File: config.mk
export PLATFORM = sky130hd
export DESIGN_NAME = dmem_dump_reader
export DESIGN_NICKNAME = d
export VERILOG_FILES = /design/src/rtl/dmem_dump_reader.sv
export SDC_FILE = /design/constraint.sdc
export NUM_CORES = 1
export LEC_CHECK = 0
export CORE_UTILIZATION = 42
export DETAILED_ROUTE_END_ITERATION = 12
export GPL_TIMING_DRIVEN = 0
export HOLD_SLACK_MARGIN = 0.08
export PLACE_DENSITY = 0.77
export SYNTH_ARGS = -nofsm -noshare
export SYNTH_HDL_FRONTEND = slang
export SYNTH_SLANG_ARGS = --single-unit
File: constraint.sdc
create_clock -name clk -period 1.75 [get_ports clk]
set_input_delay 0.35 -clock clk [delete_from_list [all_inputs] [get_ports clk]]
set_output_delay 0.35 -clock clk [all_outputs]
set_load 0.03 [all_outputs]
File: src/rtl/dmem_dump_reader.sv
// dmem_dump_reader: sweeps data_mem word addresses while holding the CPU in
// reset, and streams each word read (with its byte address) out on a
// valid/ready interface.
module dmem_dump_reader #(
    parameter int SETTLE_CYCLES = 1,
    parameter int CNT_W         = 16
) (
    input  logic             clk,
    input  logic             reset,
    input  logic             start,
    input  logic [31:0]      base_addr,
    input  logic [CNT_W-1:0] word_count,
    output logic             cpu_hold,
    output logic [31:0]      rd_addr,
    input  logic [31:0]      rd_data,
    output logic             dout_valid,
    input  logic             dout_ready,
    output logic [31:0]      dout_data,
    output logic [31:0]      dout_addr,
    output logic             busy,
    output logic             done
);

    localparam int SW = (SETTLE_CYCLES > 1) ? $clog2(SETTLE_CYCLES) : 1;
    localparam logic [SW-1:0] SETTLE_LAST = SW'(SETTLE_CYCLES - 1);

    typedef enum logic [2:0] {
        S_IDLE,
        S_SETTLE,
        S_READ,
        S_OUT,
        S_FIN
    } state_t;

    state_t           state_q, state_d;
    logic [31:0]      addr_q, addr_d;
    logic [CNT_W-1:0] cnt_q, cnt_d;
    logic [SW-1:0]    settle_q, settle_d;
    logic             hold_q, hold_d;
    logic             valid_q, valid_d;
    logic [31:0]      data_q, data_d;
    logic [31:0]      oaddr_q, oaddr_d;
    logic             busy_q, busy_d;
    logic             done_q, done_d;

    // Next-state and registered-output computation for the dump sequencer
    always_comb begin
        state_d  = state_q;
        addr_d   = addr_q;
        cnt_d    = cnt_q;
        settle_d = settle_q;
        hold_d   = hold_q;
        valid_d  = valid_q;
        data_d   = data_q;
        oaddr_d  = oaddr_q;
        busy_d   = busy_q;
        done_d   = 1'b0;
        case (state_q)
            S_IDLE: begin
                if (start) begin
                    addr_d = {base_addr[31:2], 2'b00};
                    cnt_d  = word_count;
                    busy_d = 1'b1;
                    if (word_count == '0) begin
                        // Empty dump: never touch the memory or the CPU
                        state_d = S_FIN;
                        done_d  = 1'b1;
                    end else begin
                        state_d  = S_SETTLE;
                        hold_d   = 1'b1;
                        settle_d = '0;
                    end
                end
            end
            S_SETTLE: begin
                // Give the CPU address mux time to switch to our address
                if (settle_q == SETTLE_LAST) state_d = S_READ;
                else                         settle_d = settle_q + SW'(1);
            end
            S_READ: begin
                data_d  = rd_data;
                oaddr_d = addr_q;
                valid_d = 1'b1;
                state_d = S_OUT;
            end
            S_OUT: begin
                if (dout_ready) begin
                    valid_d = 1'b0;
                    addr_d  = addr_q + 32'd4;
                    cnt_d   = cnt_q - CNT_W'(1);
                    if (cnt_q > CNT_W'(1)) begin
                        state_d = S_READ;
                    end else begin
                        // Release the CPU on the last handshake edge
                        state_d = S_FIN;
                        hold_d  = 1'b0;
                        done_d  = 1'b1;
                    end
                end
            end
            S_FIN: begin
                state_d = S_IDLE;
                hold_d  = 1'b0;
                busy_d  = 1'b0;
            end
            default: begin
                state_d = S_IDLE;
                hold_d  = 1'b0;
                valid_d = 1'b0;
                busy_d  = 1'b0;
            end
        endcase
    end

    // State and output registers; reset aborts any dump in progress
    always_ff @(posedge clk) begin
        if (reset) begin
            state_q  <= S_IDLE;
            addr_q   <= '0;
            cnt_q    <= '0;
            settle_q <= '0;
            hold_q   <= 1'b0;
            valid_q  <= 1'b0;
            data_q   <= '0;
            oaddr_q  <= '0;
            busy_q   <= 1'b0;
            done_q   <= 1'b0;
        end else begin
            state_q  <= state_d;
            addr_q   <= addr_d;
            cnt_q    <= cnt_d;
            settle_q <= settle_d;
            hold_q   <= hold_d;
            valid_q  <= valid_d;
            data_q   <= data_d;
            oaddr_q  <= oaddr_d;
            busy_q   <= busy_d;
            done_q   <= done_d;
        end
    end

    assign cpu_hold   = hold_q;
    assign rd_addr    = hold_q ? addr_q : 32'd0;
    assign dout_valid = valid_q;
    assign dout_data  = data_q;
    assign dout_addr  = oaddr_q;
    assign busy       = busy_q;
    assign done       = done_q;

endmodule

==> results of run 1 <==
worst min-delay path by stage:
stage	slack (ns)	startpoint	end	cells after the start
finish	0.45	dout_addr[19]	dout_addr[19]	2
global route	0.46	dout_data[11]	dout_data[11]	2
CTS	0.42	start	cpu_hold	3
detailed placement	0.45	dout_data[14]	dout_data[14]	2
global placement	0.44	dout_data[3]	dout_data[3]	2
floorplan	0.45	addr_q[8]	dout_addr[8]	2
routing by layer:
layer / vias to the layer above / wire length, um / track usage
met5: - / 0 / 0
met3: 114 / 2090 / 0.0681
met1: 3087 / 8660 / 0.376
li1: 3129 / - / -
met2: 422 / 10000 / 0.467
met4: 0 / 1150 / 0.133
power groups by stage:
stage | registers [mW] | logic [mW] | clock network [mW]
2_1_floorplan | 3.10 | 0.768 | 0
3_3_place_gp | 3.01 | 1.49 | 0
3_5_place_dp | 3.02 | 1.50 | 0
4_1_cts | 2.96 | 1.55 | 3.09
5_1_grt | 3.01 | 1.93 | 3.23
6_report | 2.99 | 1.82 | 3.08
kinds of logic after synthesis:
logic type / after synthesis / share of synthesized area
DFF: 115 / 0.406
buffers and inverters: 72 / 0.0589
other: 1 / 0.000661
muxes: 2 / 0.00375
and+or+nand+nor: 364 / 0.314
adders and majority gates: 3 / 0.00662
AOI/OAI and AO/OA: 196 / 0.209
xor gates and xnor gates: 1 / 0.00154
per-stage QoR:
stage / utilization / setup WS (ns) / cells / power [mW] / hold WS (ns)
final: 0.666 / -0.151 / 1177 / 7.90 / 0.449
after global routing: 0.666 / -0.185 / 1177 / 8.17 / 0.464
after CTS: 0.629 / -0.109 / 1156 / 7.60 / 0.424
after detailed placement: 0.584 / -0.833 / 1109 / 4.52 / 0.445
after global placement: 0.584 / -0.819 / 1109 / 4.50 / 0.442
after floorplan: - / -0.0267 / 757 / 3.87 / 0.450
sequential cells by signal, summed over array words and instances (netlist names):
register / flops
dout_data: 32
addr_q: 30
dout_addr: 30
cnt_q: 16
state_q: 3
busy: 1
cpu_hold: 1
done: 1
dout_valid: 1
cell type report:
cell class                 count  area, um2  share of cell area
buffer                        63        463              0.0527
clock buffer                  25        485              0.0553
clock inverter                 6       30.0             0.00342
inverter                       5       18.8             0.00214
multi-input combinational    570       3330               0.379
sequential                   115       2340               0.266
tap                          176        220              0.0251
timing repair buffer         217       1900               0.216
synthesized netlist by cell type, drive strengths merged (4+ instances only):
master / instances / share of area
a211oi: 11 / 0.015
a21o: 5 / 0.0066
a21oi: 97 / 0.086
a22oi: 7 / 0.0093
a31oi: 12 / 0.013
and2: 34 / 0.037
and3: 12 / 0.013
and4: 4 / 0.0062
buf: 31 / 0.032
clkbuf: 36 / 0.024
dfxtp: 115 / 0.41
inv: 5 / 0.0033
nand2: 169 / 0.11
nand3: 20 / 0.018
nand4: 15 / 0.020
nor2: 56 / 0.038
nor3: 16 / 0.015
nor4: 11 / 0.015
o211ai: 6 / 0.0079
o21ai: 28 / 0.025
or3: 5 / 0.0055
or4: 6 / 0.0086
critical path, cell delays in order (launching register included):
cell and delay, ns:
dfxtp_2 0.32, or4_4 0.58, buf_6 0.15, nor2_4 0.17, a211oi_2 0.11, a2111oi_2 0.43
repair_timing:
action / in CTS / in global routing
endpoints found under the setup margin: 206 / 116
gates resized for setup: 284 / 103
setup buffers: 18 / 19
cloned: 0 / 4
pin swaps: 14 / 38
==> flow_summary.yaml, run 1 <==
finish:
  area_growth_pct: 54.8
  fillCellCount: 1096
  final_nets: 1076
  antenna_cells: 0
  drive_gt1_frac: 0.220
  final_cell_mix: "nand2_1 (165), dfxtp_1 (96), a21oi_1 (94)"
  final_common_cell: "nand2_1"
  fin_area_mm2: 0.00878
route:
  drt_iter0_markers: 785
  wl_per_cell_um: 18.6
  drc: 0
  wl_um: 21900
  viasPerCell: 5.74
  ant_nets: 0
  num_vias: 6752
  firstDrtPassIters: 6
sta:
  tns_ns: -0.899
  fin_worst_skew_ns: 0.0106
  period_minus_slack_ns: 1.90
  worst_slack_ns: -0.151
  tightest_slew_ns: 0.792
  hold_violations: 0
  slew_headroom: 0.472
  final-setup-viol-count: 19
  fin_crit_sh: 1.09
  report.final.slew_viol_count: 0
  rsz0062_at_grt: "yes"
  fmax_mhz: 526
yosys:
  synth_cell_type_count: 67
  async_flop_share: 0
  netlist_area_mm2: 0.00567
  yosys_warnings: 0
  ys.flop_type: "dfxtp_1"
  synth-seq-cells: 115
  synthCells: 754
  avgSynthCellArea_um2: 7.53
  synth_edf_count: 0
  yosysSeqAreaShare: 0.406
worst_setup_path:
  critPathCaptureType: "flop"
  r2r-start: "cnt_q[7]"
  crit_fanout: 6
  cp.arrival_ns: 2.19
  crit_end: "cnt_q[10]"
  start_kind: "flop"
  reg2reg_depth: 5
  startpoint: "cnt_q[7]"
  path_class: "flop to flop"
  regToRegSetupSlack_ns: -0.15
  crit_required_ns: 2.04
  timing.rr.end: "cnt_q[10]"
die:
  die_h_um: 118
  ios: 184
  die_area_mm2: 0.0140
  core_mm2: 0.0132
  chipWidth_um: 118
  start_util: 0.430
  num_rows: 42
grt:
  antenna_found_initial: 0
  grt_pass1_vias: 5983
  grt_pass1_wl_um: 31800
  grt-ovfl-total: 0
  grt_usage: 0.293
  grt_max_degree: 17
power_and_ir_drop:
  combinationalPowerShare: 0.231
  intPower_mw: 5.47
  p_leak_nw: 3.69
  power_density_mw_per_mm2: 900
  seqPwrFrac: 0.379
  ir_drop_mv: 0.661
  power_frac_clock: 0.390
  switching_share: 0.308
  p_sw_mw: 2.43
placement:
  port_buffers: 176
  hpwl_um: 13700
  dpl_cell_area_mm2: 0.00770
  gp_congestion: 0.912
clock_network:
  cts.htree.levels: 4
  clock_path_buffers: 2
  cts_inserted_buffers: 17
  clock-sinks: 115
  clkLatencyLatePin_ns: 0.43
  clk_pin_slew_ns: 0.06
  ctsHoldBuffers: 0
  cts_tree: "built"
  cts_root_buffer: "clkbuf_16"
min_path:
  hold_class: "flop to flop"
run:
  maxCapViolCount: 0
status:
  status: "finished with violations"
  violations: "setup timing"
Note: power is estimated with default switching activity, not from simulation.
==> run 2, diff against run 1 <==
--- a/config.mk
+++ b/config.mk
@@ -5,7 +5,8 @@
 export SDC_FILE = /design/constraint.sdc
 export NUM_CORES = 1
 export LEC_CHECK = 0
-export CORE_UTILIZATION = 42
+export ABC_AREA = 1
+export CORE_UTILIZATION = 43
 export DETAILED_ROUTE_END_ITERATION = 12
 export GPL_TIMING_DRIVEN = 0
 export HOLD_SLACK_MARGIN = 0.08
==> constraint.sdc (replaced) <==
create_clock -name clk -period 1.75 [get_ports clk]
set_input_delay 0.35 -clock clk [delete_from_list [all_inputs] [get_ports clk]]
set_output_delay 0.35 -clock clk [all_outputs]
set_load 0.05 [all_outputs]
==> flow_summary.yaml, run 2 <==
worst_setup_path:
  startpoint: "cpu_hold"
  cp.arrival_ns: 1.40
  path_buf_inv: 3
  crit_required_ns: 1.40
  critPathCaptureType: "output port"
  path_class: "flop to output port"
  critPathTopFamily: "buffers and inverters"
  r2r-start: "state_q[1]"
  crit_fanout: 10
  start_kind: "flop"
  worst_path_most_repeated_cell: "buf_4"
  critPathSlowestCell: "dfxtp_2"
  slowest_delay_ns: 0.42
  path_cells: "buf_4, nand2_1, inv_1, buf_4"
yosys:
  avgSynthCellArea_um2: 6.17
  yosysSeqAreaShare: 0.381
  synthAdderAreaFrac: 0.00622
  yosys.cell_count.top_type: "nand2_1"
  ys.flop_type: "dfxtp_1"
  netlist_area_mm2: 0.00604
  synth_top_family_by_area: "simple AND/OR/NAND/NOR gates"
  synth_top_area_cell: "dfxtp_1"
  synthCells: 978
  synth_compound_area_frac: 0.161
  synth_edf_count: 0
  yosys.area_share.simple: 0.350
  synth_top_area_frac: 0.381
  yosys_warnings: 0
  synth_xor_area_frac: 0.00435
  synth-seq-cells: 115
  async_flop_share: 0
  synth_cell_type_count: 34
  synth_mux_area_frac: 0
  synth_commonest_cells: "nand2_1 (246), nor2_1 (204), dfxtp_1 (115), o21ai_0 (98), inv_1 (88)"
  ys_top_cells_by_area: "dfxtp_1 (38%), nand2_1 (15%), nor2_1 (13%)"
sta:
  period_minus_slack_ns: 1.75
  report.final.slew_viol_count: 0
  fmax_mhz: 571
  slew_headroom: 0.491
  fin_worst_skew_ns: 0.00848
  final-setup-viol-count: 1
  hold_violations: 0
  worst_slack_ns: -0.00281
  rsz0062_at_grt: "yes"
  tightest_slew_ns: 0.764
  fin_crit_sh: 1.00
route:
  viasPerCell: 5.16
  wl_per_cell_um: 15.4
  drt_iter0_markers: 642
  ant_nets: 0
  wl_um: 21000
  drc: 0
  firstDrtPassIters: 5
  num_vias: 7027
grt:
  grt_pass1_wl_um: 32500
  grt_pass1_vias: 6528
  grt_usage: 0.290
  antenna_found_initial: 0
  grt-ovfl-total: 0
  grt_max_degree: 17
placement:
  gp_congestion: 0.975
  dp.cells: 1333
  port_buffers: 176
  hpwl_um: 15300
die:
  die_area_mm2: 0.0145
  num_rows: 42
  start_util: 0.449
  core_mm2: 0.0135
  die_h_um: 120
  chipWidth_um: 120
  ios: 184
finish:
  fin_cells: 1362
  fillCellCount: 1337
  antenna_cells: 0
  drive_gt1_frac: 0.110
  final_common_cell: "nand2_1"
  final_cell_mix: "nand2_1 (244), nor2_1 (192), dfxtp_1 (105)"
  largest_register_ffs: 32
  regArea_mm2: 0.00232
  multi_input_area_mm2: 0.00326
  area_growth_pct: 43.8
  final_nets: 1263
run:
  maxCapViolCount: 0
power_and_ir_drop:
  power_density_mw_per_mm2: 1310
  power_mw: 11.4
  ir_drop_mv: 0.662
  p_leak_nw: 3.95
min_path:
  hold_class: "input port to flop"
  hp-start: "reset"
status:
  violations: "setup timing"
  status: "finished with violations"
clock_network:
  clk_pin_slew_ns: 0.05
  cts_inserted_buffers: 17
  clock_path_buffers: 2
  cts.htree.levels: 4
  cts_tree: "built"
  clock-sinks: 115
  cts_root_buffer: "clkbuf_16"
  clkLatencyLatePin_ns: 0.42
-- run 2: where the power goes --
group / internal (mW) / switching (mW) / leakage, nW
clock network: 2.58 / 1.23 / 0.308
registers: 3.09 / 0.420 / 0.949
logic: 1.26 / 2.78 / 2.69
-- run 2: final timing paths --
kind | cells past startpoint | end | slack (ns)
min reg2reg | 2 | dout_valid | 0.47
max reg2reg | 9 | addr_q[23] | 0.08
min | 3 | state_q[2] | 0.42
max | 4 | rd_addr[21] | -0.003
-- run 2: through the flow --
stage / utilization / area (um2) / TNS (ns) / hold WS [ns] / worst slack (ns)
4_1_cts: 0.636 / 8560 / 0 / 0.411 / 0.00107
3_3_place_gp: 0.597 / 8030 / -25.25 / 0.454 / -0.476
2_1_floorplan: - / 6050 / 0 / 0.443 / 0.0375
3_5_place_dp: 0.597 / 8030 / -28.66 / 0.454 / -0.454
6_report: 0.645 / 8680 / -0.00281 / 0.417 / -0.00281
5_1_grt: 0.645 / 8680 / -0.150 / 0.442 / -0.0369
-- run 2: kinds of logic (layout without fill, tap and decap cells) --
| kind of cell | count (synthesis) | after routing |
|---|---|---|
| and+or+nand+nor | 525 | 525 |
| AOI/OAI and AO/OA | 188 | 188 |
| buffers and inverters | 143 | 348 |
| DFF | 115 | 115 |
| adders and majority gates | 3 | 3 |
| xor gates and xnor gates | 3 | 3 |
| other | 1 | 4 |
-- run 2: tightest hold or removal path, stage by stage --
cell and delay, ns:
clkbuf_1 0.22, nor3_1 0.11, o21a_1 0.11
-- run 2: what timing repair did --
item                                    in CTS  in global routing
gates resized for setup                    266                 62
pin swaps                                    1                  2
gates cloned                                 0                  0
hold buffers                                 0                  0
setup buffers                                1                  0
endpoints found under the setup margin     197                130
-- run 2: area by class of cell --
| class | instances | area share |
|---|---|---|
| multi-input cells | 723 | 0.375 |
| repair buffers | 177 | 0.186 |
| clock buffers | 20 | 0.0526 |
| clock inverters | 9 | 0.0208 |
| inverters | 90 | 0.0392 |
| well taps | 176 | 0.0254 |
| flip-flops and latches | 115 | 0.267 |
| plain buffers | 52 | 0.0342 |
-- run 2: metal layers --
layer  global-route usage  part of all wire  up-vias
met5                    0                 0        -
met2                0.493              0.47      346
met1                0.350              0.41     3143
met4                0.112             0.023        0
met3               0.0726             0.094       41
li1                     -                 -     3497
==> run 3, diff against run 2 <==
--- a/config.mk
+++ b/config.mk
@@ -6,6 +6,7 @@
 export NUM_CORES = 1
 export LEC_CHECK = 0
 export ABC_AREA = 1
+export CAP_MARGIN = 25
 export CORE_UTILIZATION = 43
 export DETAILED_ROUTE_END_ITERATION = 12
 export GPL_TIMING_DRIVEN = 0
==> results of run 3 <==
Same layout as run 2: the final DEF is identical, and so are final timing and power.
